===== src/rtl/score_digits_renderer_if.sv =====
// Bus between the game/scan side and the score digit renderer: score load
// handshake, pixel scan in/out and the glyph ROM read port.
interface score_digits_renderer_if #(
  parameter int SCORE_W = 10,
  parameter int COORD_W = 11
);
  logic [SCORE_W-1:0] score;
  logic               score_valid;
  logic               busy;
  logic [COORD_W-1:0] x;
  logic [COORD_W-1:0] y;
  logic               pixel_valid_in;
  logic [8:0]         rom_ad;
  logic               rom_dout;
  logic               pixel_valid_out;
  logic               pixel_on;

  // Environment side: game logic, pixel scanner and glyph ROM.
  modport master (
    output score, score_valid, x, y, pixel_valid_in, rom_dout,
    input  busy, rom_ad, pixel_valid_out, pixel_on
  );

  // Renderer side.
  modport slave (
    input  score, score_valid, x, y, pixel_valid_in, rom_dout,
    output busy, rom_ad, pixel_valid_out, pixel_on
  );
endinterface


===== src/rtl/score_digits_renderer.sv =====
// Score digit renderer: sequential double-dabble binary-to-BCD conversion of
// the score, then a two-stage pixel pipeline that addresses the 5x9 glyph ROM
// and produces pixel_on for the scanned coordinate.
module score_digits_renderer #(
  parameter int DIGITS     = 3,
  parameter int SCORE_W    = 10,
  parameter int COORD_W    = 11,
  parameter int X_POS      = 8,
  parameter int Y_POS      = 8,
  parameter int SCALE_LOG2 = 1,
  parameter int SPACING    = 1
) (
  input logic                   clk,
  input logic                   rst_n,
  score_digits_renderer_if.slave bus
);

  localparam int BCD_N  = DIGITS + 1;
  localparam int BCD_W  = 4 * BCD_N;
  localparam int DISP_W = 4 * DIGITS;
  localparam int CELL   = (5 + SPACING) << SCALE_LOG2;
  localparam int CNT_W  = $clog2(SCORE_W + 1);

  typedef enum logic [1:0] {S_IDLE, S_SHIFT, S_COMMIT} state_t;

  state_t             state_q;
  logic               busy_q;
  logic [DISP_W-1:0]  disp_q;
  logic               pend_vld_q;
  logic [SCORE_W-1:0] pend_score_q;
  logic [CNT_W-1:0]   cnt_q;
  logic [SCORE_W-1:0] work_q;
  logic [BCD_W-1:0]   bcd_q;

  logic               start_c;
  logic [SCORE_W-1:0] start_val_c;

  // Double-dabble correction: every nibble >= 5 gets +3 before the shift.
  function automatic logic [BCD_W-1:0] add3(input logic [BCD_W-1:0] v);
    logic [BCD_W-1:0] r;
    r = v;
    for (int i = 0; i < BCD_N; i++) begin
      if (v[4*i +: 4] >= 4'd5) r[4*i +: 4] = v[4*i +: 4] + 4'd3;
    end
    return r;
  endfunction

  // Anything reaching the extra top nibble exceeds the display, so show all 9s.
  function automatic logic [DISP_W-1:0] sat_digits(input logic [BCD_W-1:0] v);
    if (v[BCD_W-1 -: 4] != 4'd0) return {DIGITS{4'd9}};
    return v[DISP_W-1:0];
  endfunction

  // A new conversion starts from IDLE on a strobe, or back-to-back out of
  // COMMIT with the freshest request (a same-cycle strobe beats the pending slot).
  always_comb begin
    start_c     = 1'b0;
    start_val_c = bus.score;
    if (state_q == S_IDLE) begin
      start_c = bus.score_valid;
    end else if (state_q == S_COMMIT) begin
      if (bus.score_valid) begin
        start_c = 1'b1;
      end else if (pend_vld_q) begin
        start_c     = 1'b1;
        start_val_c = pend_score_q;
      end
    end
  end

  // Conversion FSM and displayed digits; reset aborts any in-flight conversion.
  always_ff @(posedge clk) begin
    if (!rst_n) begin
      state_q    <= S_IDLE;
      busy_q     <= 1'b0;
      disp_q     <= '0;
      pend_vld_q <= 1'b0;
      cnt_q      <= '0;
    end else begin
      case (state_q)
        S_IDLE: begin
          if (start_c) begin
            busy_q  <= 1'b1;
            cnt_q   <= '0;
            state_q <= S_SHIFT;
          end
        end
        S_SHIFT: begin
          cnt_q <= cnt_q + CNT_W'(1);
          if (cnt_q == CNT_W'(SCORE_W - 1)) state_q <= S_COMMIT;
          if (bus.score_valid) pend_vld_q <= 1'b1;
        end
        S_COMMIT: begin
          disp_q     <= sat_digits(bcd_q);
          pend_vld_q <= 1'b0;
          cnt_q      <= '0;
          if (start_c) begin
            state_q <= S_SHIFT;
          end else begin
            busy_q  <= 1'b0;
            state_q <= S_IDLE;
          end
        end
        default: state_q <= S_IDLE;
      endcase
    end
  end

  // Conversion datapath: load, correct-and-shift, and the latest pending score.
  always_ff @(posedge clk) begin
    if (start_c) begin
      work_q <= start_val_c;
      bcd_q  <= '0;
    end else if (state_q == S_SHIFT) begin
      {bcd_q, work_q} <= {add3(bcd_q), work_q} << 1;
    end
    if (bus.score_valid && state_q == S_SHIFT) pend_score_q <= bus.score;
  end

  logic [DIGITS-1:0] blank_c;
  logic              zero_run;

  // Leading-zero blanking, scanning from the leftmost digit; the last digit always draws.
  always_comb begin
    zero_run = 1'b1;
    blank_c  = '0;
    for (int k = 0; k < DIGITS; k++) begin
      zero_run = zero_run & (disp_q[4*(DIGITS-1-k) +: 4] == 4'd0);
      if (k < DIGITS - 1) blank_c[k] = zero_run;
    end
  end

  logic [COORD_W-1:0] dx_c, dy_c, col_c, row_c;
  logic [3:0]         dig_c;
  logic               hit_c;
  logic [8:0]         ad_c;

  // Stage 0: locate the digit cell by constant compares, then glyph row/col and ROM address.
  always_comb begin
    dx_c  = bus.x - COORD_W'(X_POS);
    dy_c  = bus.y - COORD_W'(Y_POS);
    row_c = dy_c >> SCALE_LOG2;
    col_c = '0;
    dig_c = '0;
    hit_c = 1'b0;
    ad_c  = '0;
    for (int k = 0; k < DIGITS; k++) begin
      if (dx_c >= COORD_W'(k * CELL) && dx_c < COORD_W'((k + 1) * CELL)) begin
        col_c = (dx_c - COORD_W'(k * CELL)) >> SCALE_LOG2;
        dig_c = disp_q[4*(DIGITS-1-k) +: 4];
        hit_c = bus.pixel_valid_in && (bus.x >= COORD_W'(X_POS)) &&
                (bus.y >= COORD_W'(Y_POS)) && (col_c < COORD_W'(5)) &&
                (row_c < COORD_W'(9)) && !blank_c[k];
      end
    end
    if (hit_c) begin
      ad_c = ({5'd0, dig_c} * 9'd45) + ({5'd0, row_c[3:0]} * 9'd5) + {6'd0, col_c[2:0]};
    end
  end

  logic [8:0] rom_ad_p1;
  logic       hit_p1;
  logic       vld_p1;
  logic       on_p2;
  logic       vld_p2;

  // ---- stage 1: registered ROM address, hit flag and valid ----
  always_ff @(posedge clk) begin
    if (!rst_n) begin
      rom_ad_p1 <= '0;
      hit_p1    <= 1'b0;
      vld_p1    <= 1'b0;
    end else begin
      rom_ad_p1 <= ad_c;
      hit_p1    <= hit_c;
      vld_p1    <= bus.pixel_valid_in;
    end
  end

  // ---- stage 2: gate ROM bit with hit, register pixel output ----
  always_ff @(posedge clk) begin
    if (!rst_n) begin
      on_p2  <= 1'b0;
      vld_p2 <= 1'b0;
    end else begin
      on_p2  <= hit_p1 & bus.rom_dout;
      vld_p2 <= vld_p1;
    end
  end

  assign bus.rom_ad          = rom_ad_p1;
  assign bus.pixel_on        = on_p2;
  assign bus.pixel_valid_out = vld_p2;
  assign bus.busy            = busy_q;

endmodule

===== src/flat_wrapper.sv =====
// flat-port wrapper written by rule: the top's interface ports become plain ports
module score_digits_renderer_flat 
#(
  parameter int DIGITS     = 3,
  parameter int SCORE_W    = 10,
  parameter int COORD_W    = 11,
  parameter int X_POS      = 8,
  parameter int Y_POS      = 8,
  parameter int SCALE_LOG2 = 1,
  parameter int SPACING    = 1
)
  (clk, rst_n, bus_score, bus_score_valid, bus_x, bus_y, bus_pixel_valid_in, bus_rom_dout, bus_busy, bus_rom_ad, bus_pixel_valid_out, bus_pixel_on);
  score_digits_renderer_if #(.SCORE_W(SCORE_W), .COORD_W(COORD_W)) bus_i ();
  input logic clk;
  input logic rst_n;
  input wire logic [$bits(bus_i.score)-1:0] bus_score;
  input wire logic [$bits(bus_i.score_valid)-1:0] bus_score_valid;
  input wire logic [$bits(bus_i.x)-1:0] bus_x;
  input wire logic [$bits(bus_i.y)-1:0] bus_y;
  input wire logic [$bits(bus_i.pixel_valid_in)-1:0] bus_pixel_valid_in;
  input wire logic [$bits(bus_i.rom_dout)-1:0] bus_rom_dout;
  output wire logic [$bits(bus_i.busy)-1:0] bus_busy;
  output wire logic [$bits(bus_i.rom_ad)-1:0] bus_rom_ad;
  output wire logic [$bits(bus_i.pixel_valid_out)-1:0] bus_pixel_valid_out;
  output wire logic [$bits(bus_i.pixel_on)-1:0] bus_pixel_on;
  assign bus_i.score = bus_score;
  assign bus_i.score_valid = bus_score_valid;
  assign bus_i.x = bus_x;
  assign bus_i.y = bus_y;
  assign bus_i.pixel_valid_in = bus_pixel_valid_in;
  assign bus_i.rom_dout = bus_rom_dout;
  assign bus_busy = bus_i.busy;
  assign bus_rom_ad = bus_i.rom_ad;
  assign bus_pixel_valid_out = bus_i.pixel_valid_out;
  assign bus_pixel_on = bus_i.pixel_on;
  score_digits_renderer #(.DIGITS(DIGITS), .SCORE_W(SCORE_W), .COORD_W(COORD_W), .X_POS(X_POS), .Y_POS(Y_POS), .SCALE_LOG2(SCALE_LOG2), .SPACING(SPACING)) u_core (.clk(clk), .rst_n(rst_n), .bus(bus_i));
endmodule

===== config.mk =====
export PLATFORM = sky130hd
export DESIGN_NAME = score_digits_renderer_flat
export DESIGN_NICKNAME = d
export VERILOG_FILES = /design/src/rtl/score_digits_renderer_if.sv /design/src/rtl/score_digits_renderer.sv /design/src/flat_wrapper.sv
export SDC_FILE = /design/constraint.sdc
export NUM_CORES = 1
export LEC_CHECK = 0
export CORE_ASPECT_RATIO = 0.6
export CORE_MARGIN = 2
export CORE_UTILIZATION = 50
export CTS_CLUSTER_SIZE = 10
export DETAILED_ROUTE_END_ITERATION = 8
export GPL_ROUTABILITY_DRIVEN = 0
export PLACE_DENSITY = 0.74
export SLEW_MARGIN = 20
export SYNTH_ARGS = -nofsm -noshare
export SYNTH_HDL_FRONTEND = slang
export SYNTH_SLANG_ARGS = --single-unit

===== constraint.sdc =====
create_clock -name clk -period 7.8 [get_ports clk]
set_input_delay 1.17 -clock clk [delete_from_list [all_inputs] [get_ports clk]]
set_output_delay 1.17 -clock clk [all_outputs]
set_load 0.02 [all_outputs]

==> results.sh <==
export IMPL_syn_to_final_growth_pct=19.1
export IMPL_worst_pin_slew_ns=0.917
export IMPL_switching_power_uw=229
export IMPL_post_route_cell_area_mm2=0.00513
export IMPL_gr_usage_all_layers=0.207
export IMPL_fin_crit_sh=0.928
export IMPL_hold_start="u_core.vld_p1"
export IMPL_ys_top_cells_by_area="dfxtp_1, edfxtp_1, ha_1"
export IMPL_cap_violations=0
export IMPL_vias=3437
export IMPL_fin_nets=586
export IMPL_grt_max_degree=29
export IMPL_clkLatencyLatePin_ns=0.32
export IMPL_yosysMostFrequentCell="dfxtp_1"
export IMPL_cts_max_path_buffers=2
export IMPL_p_int_uw=684
export IMPL_firstDrtPassIters=6
export IMPL_critical_path_arrival_ns=7.50
export IMPL_drive_above_1_share=0.0797
export IMPL_yosys_warnings=0
export IMPL_initial_core_util=0.511
export IMPL_ys_types=68
export IMPL_diodes=0
export IMPL_power_leakage_nw=2.02
export IMPL_numCtsBuffers=9
export IMPL_crit_type="in -> reg"
export IMPL_ctsRootBufferMaster="clkbuf_16"
export IMPL_required_ns=8.06
export IMPL_clock_sinks=69
export IMPL_place_area_mm2=0.00484
export IMPL_critPathMaxFanout=12
export IMPL_post_synth_cell_area_avg_um2=9.47
export IMPL_yosys_area_top_type="dfxtp_1"
export IMPL_drc=0
export IMPL_ys_seq_elements=69
export IMPL_ant_nets=0
export IMPL_p_sw_frac=0.251
export IMPL_synth_top_cell_area_share=0.228
export IMPL_hold_buffers=0
export IMPL_tritoncts="built"
export IMPL_endpoint_kind="flip-flop"
export IMPL_finClkSkew_ns=0.00696
export IMPL_core_region_area_mm2=0.00843
export IMPL_pwr_share_comb=0.138
export IMPL_clkTransAtPathRegs_ns=0.06
export IMPL_clock_power_share=0.425
export IMPL_maxSlewHeadroom=0.388
export IMPL_grt_pass1_vias=3264
export IMPL_hold_viol=0
export IMPL_setup_violations_final=0
export IMPL_start_kind="primary input"
export IMPL_period_minus_slack_ns=7.24
export IMPL_antenna_found_initial=0
export IMPL_rsz0062_at_grt="false"
export IMPL_viasPerCell=5.60
export IMPL_post_cts_repair_setup_buffers=0
export IMPL_pwr_share_seq=0.437
export IMPL_hold_class="reg -> reg"
export IMPL_finalWirelength_um=9280
export IMPL_ios=49
export IMPL_grt_overflow_total=0
export IMPL_synth_edff_count=20
export IMPL_die_area_mm2=0.00940
export IMPL_synthFlopType="dfxtp_1"
export IMPL_r2r_start="u_core.disp_q[11]"
export IMPL_die_height_um=75.9
export IMPL_ys_top_cells_by_count="dfxtp_1, ha_1, nor2_1"
export IMPL_portBuffers=47
export IMPL_slew_viol_final=0
export IMPL_drt_iter0_drc=286
export IMPL_synthCells=455
export IMPL_syn_area_mm2=0.00431
export IMPL_max_freq_mhz=138
export IMPL_synth_async_reset_ratio=0
export IMPL_status="completed"
export IMPL_cts_resized=0
export IMPL_crit_start="bus_x[4]"
export IMPL_seq_area_frac_synth=0.367
export IMPL_vdd_drop_max_mv=0.101
export IMPL_cts_max_level=3
export IMPL_die_w_um=124
export IMPL_synth_net_count=544
export IMPL_detailed_place_hpwl_um=6920
export IMPL_avgRoutedWirePerCell_um=15.1
export IMPL_fin_setup_tns_ns=0
export IMPL_grt_first_pass_wirelength_um=15500
export IMPL_rows=26
export IMPL_power_density_mw_per_mm2=178
final timing paths:
check,cells after the start,slack [ns],endpoint
setup / recovery,22,0.56,u_core.bus.rom_ad[8]
hold / removal,1,0.44,u_core.bus.pixel_valid_out
setup reg to reg,16,3.03,u_core.bus.rom_ad[8]
hold reg to reg,1,0.44,u_core.bus.pixel_valid_out
sequential cells by signal, indices dropped and copies added (netlist names):
name and cells:
u_core.bcd_q 16, u_core.bus.busy 1, u_core.bus.pixel_on 1, u_core.bus.pixel_valid_out 1, u_core.bus.rom_ad 9, u_core.cnt_q 4
u_core.disp_q 12, u_core.hit_p1 1, u_core.pend_score_q 10, u_core.pend_vld_q 1, u_core.state_q 2, u_core.vld_p1 1
u_core.work_q 10
layout by cell type (no fill, tap or decap), types with 3 or more instances in the layout:
cell type	instances
inv_1	32
nor2_1	36
o221a_2	6
nor3_1	4
a21o_1	3
dfxtp_1	49
nor2b_1	4
clkbuf_16	10
nor3b_1	4
a31oi_1	3
nand3_1	21
nand2b_1	9
xor2_1	7
nor4b_1	3
o22ai_1	9
nor4_1	6
edfxtp_1	20
xnor2_1	12
and2_1	9
o211ai_1	3
ha_1	41
a21oi_1	26
nand2_1	29
clkinvlp_4	3
and3_1	3
fa_1	11
o21ai_0	34
clkdlybuf4s50_1	47
o31ai_1	3
a22o_1	7
final cells by class:
cell class	count	area [µm²]
inverters	33	124
fillers	701	3290
clock inverters	5	32.5
clock buffers	11	264
flip-flops and latches	69	1580
multi-input cells	335	2500
well taps	112	140
repair buffers	49	485
worst max-delay path, stage by stage:
cell and delay, ns:
clkdlybuf4s50_1 0.62, inv_1 0.13, ha_1 0.37, o21bai_1 0.24
a211oi_2 0.29, o21ai_2 0.18, nor2_1 0.31, and2_1 0.25
a32oi_1 0.09, o21ai_1 0.30, ha_1 0.32, fa_1 0.48
fa_1 0.52, fa_1 0.54, fa_1 0.44, a21o_1 0.20
a21oi_1 0.23, o21bai_1 0.09, a21oi_1 0.17, xnor2_1 0.20
xnor3_1 0.26, nor2_1 0.08
routing by layer:
metal	GRT usage	wire, µm	part of all wire
met1	0.311	4830	0.52
met2	0.301	3900	0.42
met3	0.0482	497	0.054
met4	0.0477	60	0.0065
met5	0	0	0
per-stage QoR:
step / setup WS, ns / hold WS, ns / std cells / util / power, mW
2_1_floorplan: 1.56 / 0.412 / 455 / - / 0.486
3_3_place_gp: 0.470 / 0.422 / 598 / 0.574 / 0.525
3_5_place_dp: 0.339 / 0.429 / 598 / 0.574 / 0.530
4_1_cts: 0.649 / 0.448 / 614 / 0.609 / 0.919
5_1_grt: 0.190 / 0.465 / 614 / 0.609 / 0.954
6_report: 0.565 / 0.442 / 614 / 0.609 / 0.913
kinds of logic after synthesis:
kind of cell	Yosys count	share of synthesized area
adder cells (fa/ha/maj)	52	0.170
buffers and inverters	51	0.0514
XOR/XNOR	20	0.0439
multiplexers	2	0.00494
AND/OR/NAND/NOR	143	0.173
flip-flops	69	0.367
AO/OA/AOI/OAI	118	0.189
power groups by stage:
stage | clock network (mW) | registers (mW) | logic, mW
after floorplan | 0 | 0.403 | 0.0833
after global placement | 0 | 0.405 | 0.119
after detailed placement | 0 | 0.406 | 0.124
after CTS | 0.395 | 0.399 | 0.125
after global routing | 0.410 | 0.402 | 0.142
final | 0.388 | 0.399 | 0.126
(Power assumes the default switching activity.)
